File: config.mk
export PLATFORM = sky130hd
export DESIGN_NAME = baud_gen_frac
export DESIGN_NICKNAME = d
export VERILOG_FILES = /design/src/rtl/uart_pkg.sv /design/src/rtl/baud_os_div.sv /design/src/rtl/baud_gen_frac.sv
export SDC_FILE = /design/constraint.sdc
export NUM_CORES = 1
export LEC_CHECK = 0
export CAP_MARGIN = 0
export CORE_MARGIN = 4
export CORE_UTILIZATION = 35
export CTS_CLUSTER_SIZE = 8
export DETAILED_ROUTE_END_ITERATION = 6
export HOLD_SLACK_MARGIN = 0.02
export PLACE_DENSITY = 0.51
export SYNTH_ARGS = -nofsm -noshare
export SYNTH_HDL_FRONTEND = slang
export SYNTH_SLANG_ARGS = --single-unit
export TNS_END_PERCENT = 100
File: constraint.sdc
create_clock -name clk -period 4.17 [get_ports clk]
set_clock_uncertainty 0.15 [all_clocks]
set_input_delay 0.834 -clock clk [delete_from_list [all_inputs] [get_ports clk]]
set_output_delay 0.834 -clock clk [all_outputs]
set_load 0.005 [all_outputs]
File: src/rtl/uart_pkg.sv
// uart_pkg -- shared defaults for the UART baud generator slice.
//   DVSR_W_DEF   : integer divisor width
//   FRAC_W_DEF   : fractional divisor width
//   OVS_DEF      : oversample ticks per bit (power of two, >= 4)
//   DEF_DVSR_DEF : reset value of the active integer divisor
//   os_cnt_w()   : width of a modulo-OVS counter
package uart_pkg;

  localparam int unsigned DVSR_W_DEF   = 16;
  localparam int unsigned FRAC_W_DEF   = 4;
  localparam int unsigned OVS_DEF      = 16;
  localparam int unsigned DEF_DVSR_DEF = 0;

  function automatic int unsigned os_cnt_w(input int unsigned ovs);
    return (ovs > 1) ? $clog2(ovs) : 1;
  endfunction

endpackage

File: src/rtl/baud_os_div.sv
// baud_os_div -- divide-by-OVS stage turning oversample ticks into bit ticks.
//   clk      : rising-edge clock
//   reset    : synchronous active-high reset
//   tick     : one-cycle strobe, an oversample period has just ended
//   realign  : re-phase strobe; preloads the counter to mid-bit
//   tick_bit : registered, high with the tick_os that completes OVS ticks
module baud_os_div
  import uart_pkg::*;
#(
  parameter int unsigned OVS = OVS_DEF
) (
  input  logic clk,
  input  logic reset,
  input  logic tick,
  input  logic realign,
  output logic tick_bit
);

  localparam int unsigned     OS_W    = os_cnt_w(OVS);
  localparam logic [OS_W-1:0] OS_LAST = OS_W'(OVS - 1);
  localparam logic [OS_W-1:0] OS_HALF = OS_W'(OVS / 2);

  logic [OS_W-1:0] os_cnt;

  // Preloading OVS/2 puts the first bit tick after a realign in mid-bit.
  always_ff @(posedge clk) begin
    if (reset) begin
      os_cnt   <= '0;
      tick_bit <= 1'b0;
    end else if (realign) begin
      os_cnt   <= OS_HALF;
      tick_bit <= 1'b0;
    end else if (tick) begin
      tick_bit <= (os_cnt == OS_LAST);
      os_cnt   <= (os_cnt == OS_LAST) ? '0 : os_cnt + 1'b1;
    end else begin
      tick_bit <= 1'b0;
    end
  end

endmodule

File: src/rtl/baud_gen_frac.sv
// baud_gen_frac -- fractional baud-rate generator with shadowed divisor.
//   clk         : rising-edge clock
//   reset       : synchronous active-high reset
//   en          : count enable; low freezes all counters and ticks
//   dvsr_int    : integer divisor request (period = dvsr_int + 1 cycles)
//   dvsr_frac   : fractional divisor request, in 1/2^FRAC_W cycles
//   cfg_load    : strobe capturing dvsr_int/dvsr_frac into the shadow
//   realign     : strobe restarting the period and re-phasing the bit tick
//   tick_os     : one-cycle oversample tick
//   tick_bit    : one-cycle bit tick, every OVS oversample ticks
//   cfg_pending : shadow holds a divisor not yet made active
module baud_gen_frac
  import uart_pkg::*;
#(
  parameter int unsigned DVSR_W   = DVSR_W_DEF,
  parameter int unsigned FRAC_W   = FRAC_W_DEF,
  parameter int unsigned OVS      = OVS_DEF,
  parameter int unsigned DEF_DVSR = DEF_DVSR_DEF
) (
  input  logic              clk,
  input  logic              reset,
  input  logic              en,
  input  logic [DVSR_W-1:0] dvsr_int,
  input  logic [FRAC_W-1:0] dvsr_frac,
  input  logic              cfg_load,
  input  logic              realign,
  output logic              tick_os,
  output logic              tick_bit,
  output logic              cfg_pending
);

  localparam int unsigned CNT_W = DVSR_W + 1;

  logic [CNT_W-1:0]  cnt;
  logic [CNT_W-1:0]  cur_term;
  logic [FRAC_W-1:0] facc;
  logic [DVSR_W-1:0] act_int;
  logic [FRAC_W-1:0] act_frac;
  logic [DVSR_W-1:0] sh_int;
  logic [FRAC_W-1:0] sh_frac;

  logic              term_hit;
  logic              xfer;
  logic [FRAC_W:0]   facc_sum;
  logic [CNT_W-1:0]  wrap_term;
  logic [CNT_W-1:0]  restart_term;

  // The running period's terminal count lives in cur_term, fixed when the
  // period starts. A divisor transfer therefore only changes act_int/act_frac
  // and never the length of the period already in progress, even when the
  // transfer happens while en is low.
  always_comb begin
    term_hit     = en && (cnt == cur_term);
    xfer         = cfg_pending && (realign || term_hit || !en);
    facc_sum     = {1'b0, facc} + {1'b0, act_frac};
    restart_term = xfer ? CNT_W'(sh_int) : CNT_W'(act_int);
    if (xfer) begin
      // Transfer clears facc, so the next period carries no extra cycle.
      wrap_term = CNT_W'(sh_int);
    end else begin
      wrap_term = CNT_W'(act_int) + CNT_W'(facc_sum[FRAC_W]);
    end
  end

  always_ff @(posedge clk) begin
    if (reset) begin
      cnt         <= '0;
      cur_term    <= CNT_W'(DEF_DVSR);
      facc        <= '0;
      act_int     <= DVSR_W'(DEF_DVSR);
      act_frac    <= '0;
      sh_int      <= '0;
      sh_frac     <= '0;
      cfg_pending <= 1'b0;
      tick_os     <= 1'b0;
    end else begin
      if (xfer) begin
        act_int  <= sh_int;
        act_frac <= sh_frac;
      end

      // A load in the same cycle as a transfer re-arms the shadow.
      if (cfg_load) begin
        sh_int      <= dvsr_int;
        sh_frac     <= dvsr_frac;
        cfg_pending <= 1'b1;
      end else if (xfer) begin
        cfg_pending <= 1'b0;
      end

      if (realign) begin
        cnt      <= '0;
        facc     <= '0;
        cur_term <= restart_term;
        tick_os  <= 1'b0;
      end else if (term_hit) begin
        cnt      <= '0;
        cur_term <= wrap_term;
        facc     <= xfer ? '0 : facc_sum[FRAC_W-1:0];
        tick_os  <= 1'b1;
      end else begin
        tick_os <= 1'b0;
        if (en) begin
          cnt <= cnt + 1'b1;
        end
        if (xfer) begin
          facc <= '0;
        end
      end
    end
  end

  baud_os_div #(
    .OVS(OVS)
  ) u_os_div (
    .clk      (clk),
    .reset    (reset),
    .tick     (term_hit),
    .realign  (realign),
    .tick_bit (tick_bit)
  );

endmodule

==> flow_summary.json, run 1 <==
{
  "status": "finished, final reports clean",
  "power_frac_seq_pct": 45.5,
  "power.switching_uw": 485.8,
  "power.total_mw": 1.908,
  "critPathArrivalTime_ns": 3.07,
  "postCtsSetupBuffers": 0,
  "die_y_um": 119.1,
  "internal_power_mw": 1.422,
  "setup_viol": 0,
  "min_path_cells": 2,
  "root_buffer": "clkbuf_16",
  "cts_resized": 0,
  "p_leak_nw": 1.814,
  "yosys.area_share.simple_pct": 21.59,
  "areaGrowthSynthToFinish_pct": 15.54,
  "gp_congestion": 0.8308,
  "slew_viol_final": 0,
  "synthAdderAreaFrac_pct": 3.072,
  "cpMostUsedCell": "ha_1",
  "hpwlAfterDp_mm": 6.346,
  "num_vias": 3257,
  "finalCriticalPeriod_ns": 3.016,
  "synth_top_family_by_area": "simple AND/OR/NAND/NOR gates",
  "start_kind": "register",
  "clk_pin_slew_worst_paths_ns": 0.06,
  "ys_seq_area_share_pct": 39.42,
  "stdcell_count": 685,
  "synth_ff_type": "dfxtp_1",
  "die_area_mm2": 0.01417,
  "worst_slew_pin_slew_ns": 1.076,
  "overflow": 0,
  "rsz0062_at_grt": "false",
  "utilization_pct": 41.35,
  "comb_power_share_pct": 12.0,
  "grt_pass1_wl_mm": 15.70,
  "netlist_top_cells_area": "dfxtp_1 39%, mux2i_1 14%, nand2_1 6.9%",
  "antenna_found_initial": 0,
  "fin_setup_tns_ns": 0,
  "initial_core_util_pct": 35.79,
  "synth_edf_count": 0,
  "synth_top_area_cell": "dfxtp_1",
  "die_w_um": 119.1,
  "synth_compound_area_share_pct": 7.304,
  "cts_buffers": 9,
  "crit_path_cell_trace": "ha_1 -> inv_1 -> fa_1 -> nor2b_1 -> o21ai_0 -> nand2b_1 -> ha_1 -> ha_1 -> nand4b_1 -> nor4_1 -> xor2_1 -> o21ai_0 -> mux2i_1",
  "ctsLongestPathBuffers": 2,
  "yosysUniqueCellTypes": 45,
  "antenna_cells": 0,
  "rows": 40,
  "p_sw_share_pct": 25.46,
  "netlist_area_mm2": 0.004317,
  "yosysTopAreaCellShare_pct": 39.42,
  "fin_crit_sh_pct": 72.33,
  "hold_buffers": 0,
  "grt_max_degree": 68,
  "drive_above_1_share_pct": 5.803,
  "synth_xor_area_share_pct": 9.507,
  "clkPwrFrac_pct": 42.4,
  "htreeDepth": 3,
  "syn_nets": 535,
  "layout_setup_ws_ns": 1.154,
  "via_per_inst": 4.755,
  "io_buffer_count": 27,
  "fillers": 1168,
  "cp_top_family": "adder cells",
  "final_antenna_net_count": 0,
  "syn_inst": 500,
  "post-place-ws_ns": 1.067,
  "first_global_vias": 3230,
  "worstPathMaxFanout": 7,
  "fin_nets": 547,
  "gr-usage-all-layers_pct": 13.56,
  "wl_per_cell_um": 13.32,
  "cts_sinks": 85,
  "slowest_delay_ns": 0.40,
  "hold_violations": 0,
  "place_inst": 669,
  "slew_headroom_pct": 28.25,
  "synthMuxAreaShare_pct": 14.14,
  "drc": 0,
  "power_density_mw_per_mm2": 382.5,
  "core-area_mm2": 0.01206,
  "drtIter0Drc": 133,
  "first_pass_iters": 4,
  "synth_seq_cells": 85,
  "syn_area_per_cell_um2": 8.633,
  "worstSetupEndpointType": "register",
  "worst-r2r-cell-count": 13,
  "slowest_stage": "fa_1",
  "yosys_warnings": 0,
  "crit_buf_inv": 1,
  "worstSkewPairLatency_ns": 0.34,
  "cp.required_ns": 4.22,
  "maxCapViolCount": 0,
  "cp.depth": 13,
  "routed_wl_mm": 9.124,
  "ios": 28,
  "cts_tree": "built",
  "hp-class": "register to register",
  "timing_worst_setup_path_type": "register to register",
  "vdd_drop_max_uv": 172.6,
  "async_flop_share_pct": 0,
  "fmax_ghz": 0.3316
}
## cells in the final DEF (no fill, tap or decap), types with 2 or more instances in the layout
cell type,n
clkinvlp_4,4
nor2_1,44
buf_4,4
clkbuf_16,9
nand4b_1,4
a21o_1,2
or3_1,3
mux2i_1,61
o21ai_0,21
a21oi_1,16
nor3_1,11
nand2_1,79
or2_2,2
nand2b_1,4
nand4_1,13
inv_1,17
nor2b_1,3
nor4_1,7
and3_1,2
o21ai_2,2
nor3b_1,2
clkdlybuf4s50_1,27
xnor2_1,28
dfxtp_1,85
o311ai_1,2
nand3_1,18
xor2_1,17
ha_1,9
o31a_1,2
## metal layers
metal | track usage [%] | share of wire (%)
met5 | 0 | 0
met3 | 2.279 | 3.1
met4 | 7.169 | 1.9
met1 | 18.52 | 51
met2 | 20.42 | 44
## cell usage after synthesis, types with 2 or more instances
cell type  number
mux2i_1        61
o31a_1          2
ha_1            9
nor2b_1         3
buf_6           2
o21ai_0        21
nor4_1          7
xnor2_1        28
dfxtp_1        85
or3_1           3
nor3b_1         2
and3_1          2
buf_4           4
nand2_1        79
nand4_1        13
a21oi_1        16
inv_1          18
nor2_1         44
nand4b_1        4
nor3_1         11
clkbuf_1       21
nand2b_1        4
buf_2           3
xor2_1         17
nand3_1        18
or2_2           2
o311ai_1        2
a21o_1          2
## registers in the layout, indices dropped and copies added (netlist names)
| name | flops |
|---|---|
| u_os_div.tick_bit | 1 |
| facc | 4 |
| cur_term | 17 |
| u_os_div.os_cnt | 4 |
| cfg_pending | 1 |
| sh_frac | 4 |
| sh_int | 16 |
| act_frac | 4 |
| tick_os | 1 |
| act_int | 16 |
| cnt | 17 |
## logic make-up (layout without fill, tap and decap cells)
kind of cell / count (synthesis) / in the layout
buf+inv: 48 / 65
flops: 85 / 85
mux: 61 / 61
xor+xnor: 46 / 46
simple gates: 198 / 198
fa+ha+maj: 10 / 10
compound gates: 52 / 52
## final cells by class
class	count	area (um2)	area share, %
clock inverters	5	60.06	1.204
multi-input cells	367	2405	48.22
repair buffers	31	300.3	6.021
well taps	168	210.2	4.215
clock buffers	11	242.7	4.867
flip-flops and latches	85	1702	34.12
inverters	18	67.56	1.355
## per-stage QoR
stage	cell area (um2)	hold slack, ns
final	4987	0.3112
after global routing	4987	0.3326
after CTS	4987	0.3143
after detailed placement	4684	0.3016
after global placement	4684	0.3000
after floorplan	4317	0.2873
## tightest hold or removal path: stages (launching register included)
cell     delay (ns)
dfxtp_1        0.31
nand2_1        0.05
mux2i_1        0.05
## power groups by stage
stage / clock network [mW] / logic, mW / registers [mW]
floorplan: 0 / 0.180 / 0.879
global placement: 0 / 0.230 / 0.886
detailed placement: 0 / 0.232 / 0.887
CTS: 0.840 / 0.232 / 0.869
global route: 0.866 / 0.254 / 0.873
finish: 0.809 / 0.230 / 0.869
## final timing paths
path | start | endpoint | slack (ns)
max reg2reg | act_frac[0] | cur_term[12] | 1.15
max | act_frac[0] | cur_term[12] | 1.15
min | sh_frac[3] | act_frac[3] | 0.31
min reg2reg | sh_frac[3] | act_frac[3] | 0.31
Note: power is estimated with default switching activity, not from simulation.
==> run 2: changes to the inputs <==
--- a/config.mk
+++ b/config.mk
@@ -11,7 +11,7 @@
 export CTS_CLUSTER_SIZE = 8
 export DETAILED_ROUTE_END_ITERATION = 6
 export HOLD_SLACK_MARGIN = 0.02
-export PLACE_DENSITY = 0.51
+export PLACE_DENSITY = 0.53
 export SYNTH_ARGS = -nofsm -noshare
 export SYNTH_HDL_FRONTEND = slang
 export SYNTH_SLANG_ARGS = --single-unit
==> constraint.sdc (replaced) <==
create_clock -name clk -period 2.4 [get_ports clk]
set_clock_uncertainty 0.15 [all_clocks]
set_input_delay 0.48 -clock clk [delete_from_list [all_inputs] [get_ports clk]]
set_output_delay 0.48 -clock clk [all_outputs]
set_load 0.005 [all_outputs]
==> run 2 against run 1 <==
  * The run now ends with negative setup slack left
  * Cell count increased by 4.7%
  * Utilization increased by 4.3 points
  * Worst hold slack got worse by 0.0039 ns
  * Wire length increased by 3.3%
  * Via count increased by 6.4%
  * Critical path depth increased by 1
  * Total power increased by 79%
  * Non-clock buffer count increased by 32
  * Die area unchanged
  * Largest power group unchanged
  * Combinational power increased by 100%
  * Design area increased by 10%
  * Sequential power increased by 74%
==> flow_summary.json, run 2 (synthesized netlist as in run 1, its figures left out) <==
{
  "power_density_mw_per_mm2": 620.5,
  "fmax_ghz": 0.3814,
  "slew_viol_final": 0,
  "finalCriticalPeriod_ns": 2.622,
  "design_area_mm2": 0.005504,
  "worst_slew_pin_slew_ns": 0.4146,
  "die_y_um": 119.1,
  "final_antenna_net_count": 0,
  "crit_path_cell_trace": "ha_4 -> inv_2 -> fa_2 -> nor2b_1 -> o21ai_1 -> nand2b_1 -> buf_4 -> ha_4 -> buf_4 -> and4b_2 -> nand3_2 -> o21a_1 -> o311ai_2 -> mux2i_1",
  "drt-met1-wl_mm": 4.796,
  "first_pass_iters": 4,
  "fillers": 1182,
  "utilization_pct": 45.63,
  "placed_area_mm2": 0.004925,
  "wl_per_cell_um": 13.15,
  "antenna_found_initial": 0,
  "worstPathMaxFanout": 3,
  "layout_setup_ws_ns": -0.2219,
  "drive_above_1_share_pct": 16.21,
  "grt_pass1_wl_mm": 15.54,
  "ctsLongestPathBuffers": 2,
  "vdd_drop_max_uv": 384.3,
  "slowest_delay_ns": 0.35,
  "maxCapViolCount": 0,
  "hpwlAfterDp_mm": 6.565,
  "cts_tree": "built",
  "grt_max_degree": 36,
  "initial_core_util_pct": 35.79,
  "rows": 40,
  "hold_violations": 0,
  "fin_nets": 579,
  "p_leak_nw": 2.092,
  "drc": 0,
  "slowest_stage": "dfxtp_2",
  "setup_viol": 14,
  "antenna_cells": 0,
  "violations": "negative setup slack",
  "start_kind": "register",
  "hp-class": "register to register",
  "timing_worst_setup_path_type": "register to register",
  "clk_pin_slew_worst_paths_ns": 0.06,
  "overflow": 0,
  "rsz0062_at_grt": "true",
  "cts_buffers": 9,
  "top_layer_used": "met4",
  "htreeDepth": 3,
  "gp_congestion": 0.7907,
  "dr_wl_met3_um": 265,
  "status": "complete, but fails checks",
  "cts_sinks": 85,
  "worstSkewPairLatency_ns": 0.34,
  "slew_headroom_pct": 72.24,
  "worstSetupEndpointType": "register",
  "die_w_um": 119.1,
  "via_per_inst": 4.835,
  "areaGrowthSynthToFinish_pct": 27.51,
  "gr-usage-all-layers_pct": 13.40,
  "root_buffer": "clkbuf_16",
  "met2_wirelength_mm": 4.186,
  "num_vias": 3467,
  "routed_wl_mm": 9.427,
  "ios": 28,
  "final_cell_mix": "83 x dfxtp_1, 79 x nand2_1, 61 x mux2i_1",
  "mostFrequentLayoutCell": "dfxtp_1",
  "core-area_mm2": 0.01206,
  "stdcell_count": 717,
  "first_global_vias": 3272,
  "drtIter0Drc": 174,
  "die_area_mm2": 0.01417,
  "place_inst": 690,
  "io_buffer_count": 27,
  "fin_crit_sh_pct": 109.2,
  "top_regs": "cnt: 17 flops, cur_term: 17 flops",
  "critPathArrivalTime_ns": 2.69,
  "cp.required_ns": 2.47
}
==> run 2: cell count changes in the layout (fill, tap and decap cells not counted), moves of 4 or more <==
cell     delta
nor3_1      -4
buf_12      +4
buf_6       +5
ha_1        -4
o21ai_1    +10
nor4_1      -4
o21ai_0    -11
buf_4      +23
==> run 2: area by class of cell <==
cell class              count  area (um2)  area share (%)
multi-input cells         367        2600           47.24
flip-flops and latches     85        1704           30.96
repair buffers             63       609.3           11.07
clock buffers              13       270.3           4.910
well taps                 168       210.2           3.819
inverters                  18       67.56           1.228
clock inverters             3       42.54          0.7729
==> run 2: per-stage QoR <==
stage	total power [mW]	worst slack [ns]	hold slack, ns	setup TNS (ns)
after floorplan	1.841	-0.1374	0.2798	-0.2471
after global placement	1.990	-0.2233	0.2928	-2.062
after detailed placement	1.999	-0.2825	0.2993	-2.479
after CTS	3.457	-0.2142	0.3071	-1.606
after global routing	3.567	-0.3881	0.3319	-4.260
final	3.415	-0.2219	0.3073	-1.972
==> run 2: layer usage <==
layer	global-route usage, %	vias up
met2	20.31	46
li1	-	1795
met1	18.17	1614
met3	3.086	12
met4	5.865	0
met5	0	-
==> run 2: final timing paths <==
| path | from | endpoint | slack [ns] | cells after the start |
|---|---|---|---|---|
| worst min register to register | sh_frac[0] | act_frac[0] | 0.31 | 2 |
| worst min-delay path | sh_frac[0] | act_frac[0] | 0.31 | 2 |
| worst max-delay path | act_frac[0] | cur_term[13] | -0.22 | 14 |
| worst max register to register | act_frac[0] | cur_term[13] | -0.22 | 14 |
==> run 2: critical path, delay by kind of cell (launching register included) <==
kind                       cells  cell delay (ns)
adders and majority gates      3             0.61
and+or+nand+nor                4             0.59
AOI/OAI and AO/OA              3             0.46
DFF                            1             0.35
buffers and inverters          3             0.24
muxes                          1             0.10
==> run 2: power by group <==
group / switching, mW / internal, mW
Sequential: 0.0482 / 1.46
Combinational: 0.248 / 0.214
Clock: 0.551 / 0.890
==> run 2: what timing repair did <==
item                                    in CTS  in global routing
resized for setup                           26                 18
pin swaps                                   14                 12
buffers inserted                             7                  4
hold buffers                                 0                  0
endpoints found under the setup margin      13                 15
==> run 3: changes to the inputs <==
--- a/config.mk
+++ b/config.mk
@@ -5,13 +5,14 @@
 export SDC_FILE = /design/constraint.sdc
 export NUM_CORES = 1
 export LEC_CHECK = 0
-export CAP_MARGIN = 0
+export ABC_AREA = 1
+export CAP_MARGIN = 20
 export CORE_MARGIN = 4
 export CORE_UTILIZATION = 35
 export CTS_CLUSTER_SIZE = 8
 export DETAILED_ROUTE_END_ITERATION = 6
 export HOLD_SLACK_MARGIN = 0.02
-export PLACE_DENSITY = 0.53
+export PLACE_DENSITY = 0.63
 export SYNTH_ARGS = -nofsm -noshare
 export SYNTH_HDL_FRONTEND = slang
 export SYNTH_SLANG_ARGS = --single-unit
==> run 3 against run 2 <==
  * The flow still finishes with violations (negative setup slack)
  * Design area fell by 4.9%
  * Synthesized area fell by 3.7%
  * Critical path type unchanged
  * Non-clock buffer count rose by 2
  * Clock-buffer cell count fell by 4
==> flow_summary.json, run 3 <==
{
  "status": "complete, but fails checks",
  "violations": "negative setup slack",
  "antenna_cells": 0,
  "drc": 0,
  "syn_nets": 615,
  "start_kind": "register",
  "drive_above_1_share_pct": 16.61,
  "hpwlAfterDp_mm": 7.068,
  "maxCapViolCount": 0,
  "yosys_warnings": 0,
  "rr_endpoint": "cur_term[14]",
  "fillers": 1138,
  "finalCriticalPeriod_ns": 2.477,
  "top_regs": "cnt: 17 flops, cur_term: 17 flops",
  "io_buffer_count": 27,
  "synthTopCellsByCount": "103 x nand2_1, 101 x nor2_1, 85 x dfxtp_1",
  "fmax_ghz": 0.4037,
  "first_pass_iters": 5,
  "htreeDepth": 3,
  "grt_max_degree": 41,
  "final_cell_mix": "101 x nand2_1, 98 x nor2_1, 83 x dfxtp_1",
  "routed_wl_mm": 9.790,
  "syn_inst": 580,
  "syn_area_per_cell_um2": 7.171,
  "whs_ns": 0.3333,
  "startpoint": "act_frac[0]",
  "yosysUniqueCellTypes": 40,
  "p_leak_nw": 2.088,
  "worstSkewPairLatency_ns": 0.34,
  "antenna_found_initial": 0,
  "drtIter0Drc": 150,
  "wl_per_cell_um": 12.54,
  "synth_edf_count": 0,
  "areaGrowthSynthToFinish_pct": 25.87,
  "via_per_inst": 4.854,
  "rsz0062_at_grt": "true",
  "power.total_mw": 3.464,
  "async_flop_share_pct": 0,
  "hp-class": "register to register",
  "setup_viol": 7,
  "fin_crit_sh_pct": 103.2,
  "root_buffer": "clkbuf_16",
  "core-area_mm2": 0.01152,
  "cts_buffers": 9,
  "die_area_mm2": 0.01369,
  "final_antenna_net_count": 0,
  "cts_sinks": 85,
  "cts_tree": "built",
  "slew_viol_final": 0,
  "vdd_drop_max_uv": 412.8,
  "ios": 28,
  "netlist_area_mm2": 0.004159,
  "die_y_um": 117.0,
  "num_vias": 3791,
  "synth_top_area_cell": "dfxtp_1",
  "hold_buffers": 0,
  "synth_ff_type": "dfxtp_1",
  "clk_pin_slew_worst_paths_ns": 0.06,
  "mostFrequentLayoutCell": "nand2_1",
  "worstPathMaxFanout": 3,
  "stdcell_count": 781,
  "critPathArrivalTime_ns": 2.60,
  "place_inst": 763,
  "synth_seq_cells": 85,
  "yosysTopAreaCellShare_pct": 40.91,
  "placed_area_mm2": 0.004786,
  "ctsLongestPathBuffers": 2,
  "synth_most_common_cell": "nand2_1",
  "gr-usage-all-layers_pct": 14.95,
  "worstSetupEndpointType": "register",
  "die_w_um": 117.0,
  "initial_core_util_pct": 36.11,
  "cp.required_ns": 2.52,
  "fin_nets": 668,
  "rows": 39,
  "worst_slew_pin_slew_ns": 0.6424,
  "ys_seq_area_share_pct": 40.91,
  "hold_violations": 0,
  "r2r-start": "act_frac[0]",
  "netlist_top_cells_area": "dfxtp_1 41%, nand2_1 9.3%, nor2_1 9.1%",
  "layout_setup_ws_ns": -0.07686,
  "overflow": 0,
  "worst-r2r-cell-count": 16,
  "grt_pass1_wl_mm": 16.28,
  "gp_congestion": 0.8734,
  "power_density_mw_per_mm2": 661.6,
  "r2r_slack_ns": -0.08,
  "design_area_mm2": 0.005235,
  "crit_end": "cur_term[14]",
  "slew_headroom_pct": 57.13,
  "timing_worst_setup_path_type": "register to register",
  "first_global_vias": 3496
}
==> run 3: cell count changes after synthesis, moves of 7 or more <==
cell | before | now
nand2_1 | 79 | 103
xor2_1 | 17 | 5
xnor2_1 | 28 | 7
mux2i_1 | 61 | 2
inv_2 | 0 | 7
nand3_2 | 1 | 11
nor2_1 | 44 | 101
a21oi_1 | 16 | 51
nand3_1 | 18 | 29
inv_1 | 18 | 52
o21ai_0 | 21 | 53
clkbuf_1 | 21 | 12
nand4_1 | 13 | 4
==> run 3: kinds of logic after synthesis <==
logic type,share of synthesized area (%)
fa+ha+maj,3.189
simple gates,29.48
compound gates,14.89
xor+xnor,2.527
flops,40.91
buf+inv,8.514
mux,0.4814
==> run 3: critical path, cell delays in order, from the launching register on <==
cell	delay [ns]
dfxtp_2	0.35
ha_4	0.14
inv_2	0.03
fa_2	0.33
o21ai_2	0.15
ha_2	0.21
ha_4	0.13
nand2_2	0.05
inv_2	0.05
nand4_1	0.12
nor2_2	0.19
nand2_1	0.09
o21ai_1	0.12
nand3_1	0.07
nand2_1	0.07
inv_1	0.04
a21oi_1	0.12
==> run 3: worst min-delay path by stage <==
stage	depth (start not counted)	slack, ns	endpoint	start
after detailed placement	2	0.33	u_os_div.os_cnt[1]	u_os_div.os_cnt[1]
after global placement	2	0.31	u_os_div.os_cnt[1]	u_os_div.os_cnt[1]
after global routing	2	0.35	facc[0]	facc[0]
after CTS	2	0.34	facc[0]	facc[0]
final	2	0.33	facc[0]	facc[0]
after floorplan	2	0.29	u_os_div.os_cnt[1]	u_os_div.os_cnt[1]
==> run 3: metrics by stage <==
step                      utilization [%]  worst slack [ns]  TNS (ns)
after floorplan                         -          -0.01058  -0.01058
after global placement              41.56           -0.1036   -0.4942
after detailed placement            41.56           -0.1615    -1.212
after CTS                           44.83           -0.1148   -0.7291
after global routing                45.46           -0.2413    -1.719
final                               45.46          -0.07686   -0.2499
==> run 3: area by class of cell <==
type / count / area [um2] / area share (%)
tap: 143 / 178.9 / 3.418
timing repair buffer: 65 / 555.5 / 10.61
multi-input combinational: 412 / 2223 / 42.47
clock inverter: 7 / 122.6 / 2.342
inverter: 60 / 225.2 / 4.302
sequential: 85 / 1704 / 32.55
clock buffer: 9 / 225.2 / 4.302
==> run 3: what timing repair did <==
item	CTS	global route
buffers inserted	1	1
setup endpoints to repair	8	13
resized for setup	8	14
pin swaps	13	12
==> run 3: power breakdown <==
group	internal [mW]	switching, mW
Combinational	0.148	0.193
Sequential	1.47	0.0479
Clock	1.02	0.581
==> run 3: per-layer routing <==
metal	vias up	wire (um)	track usage [%]
met5	-	0	0
met3	13	439	3.033
li1	1987	-	-
met4	0	172	5.887
met2	76	4638	24.54
met1	1715	4539	19.32
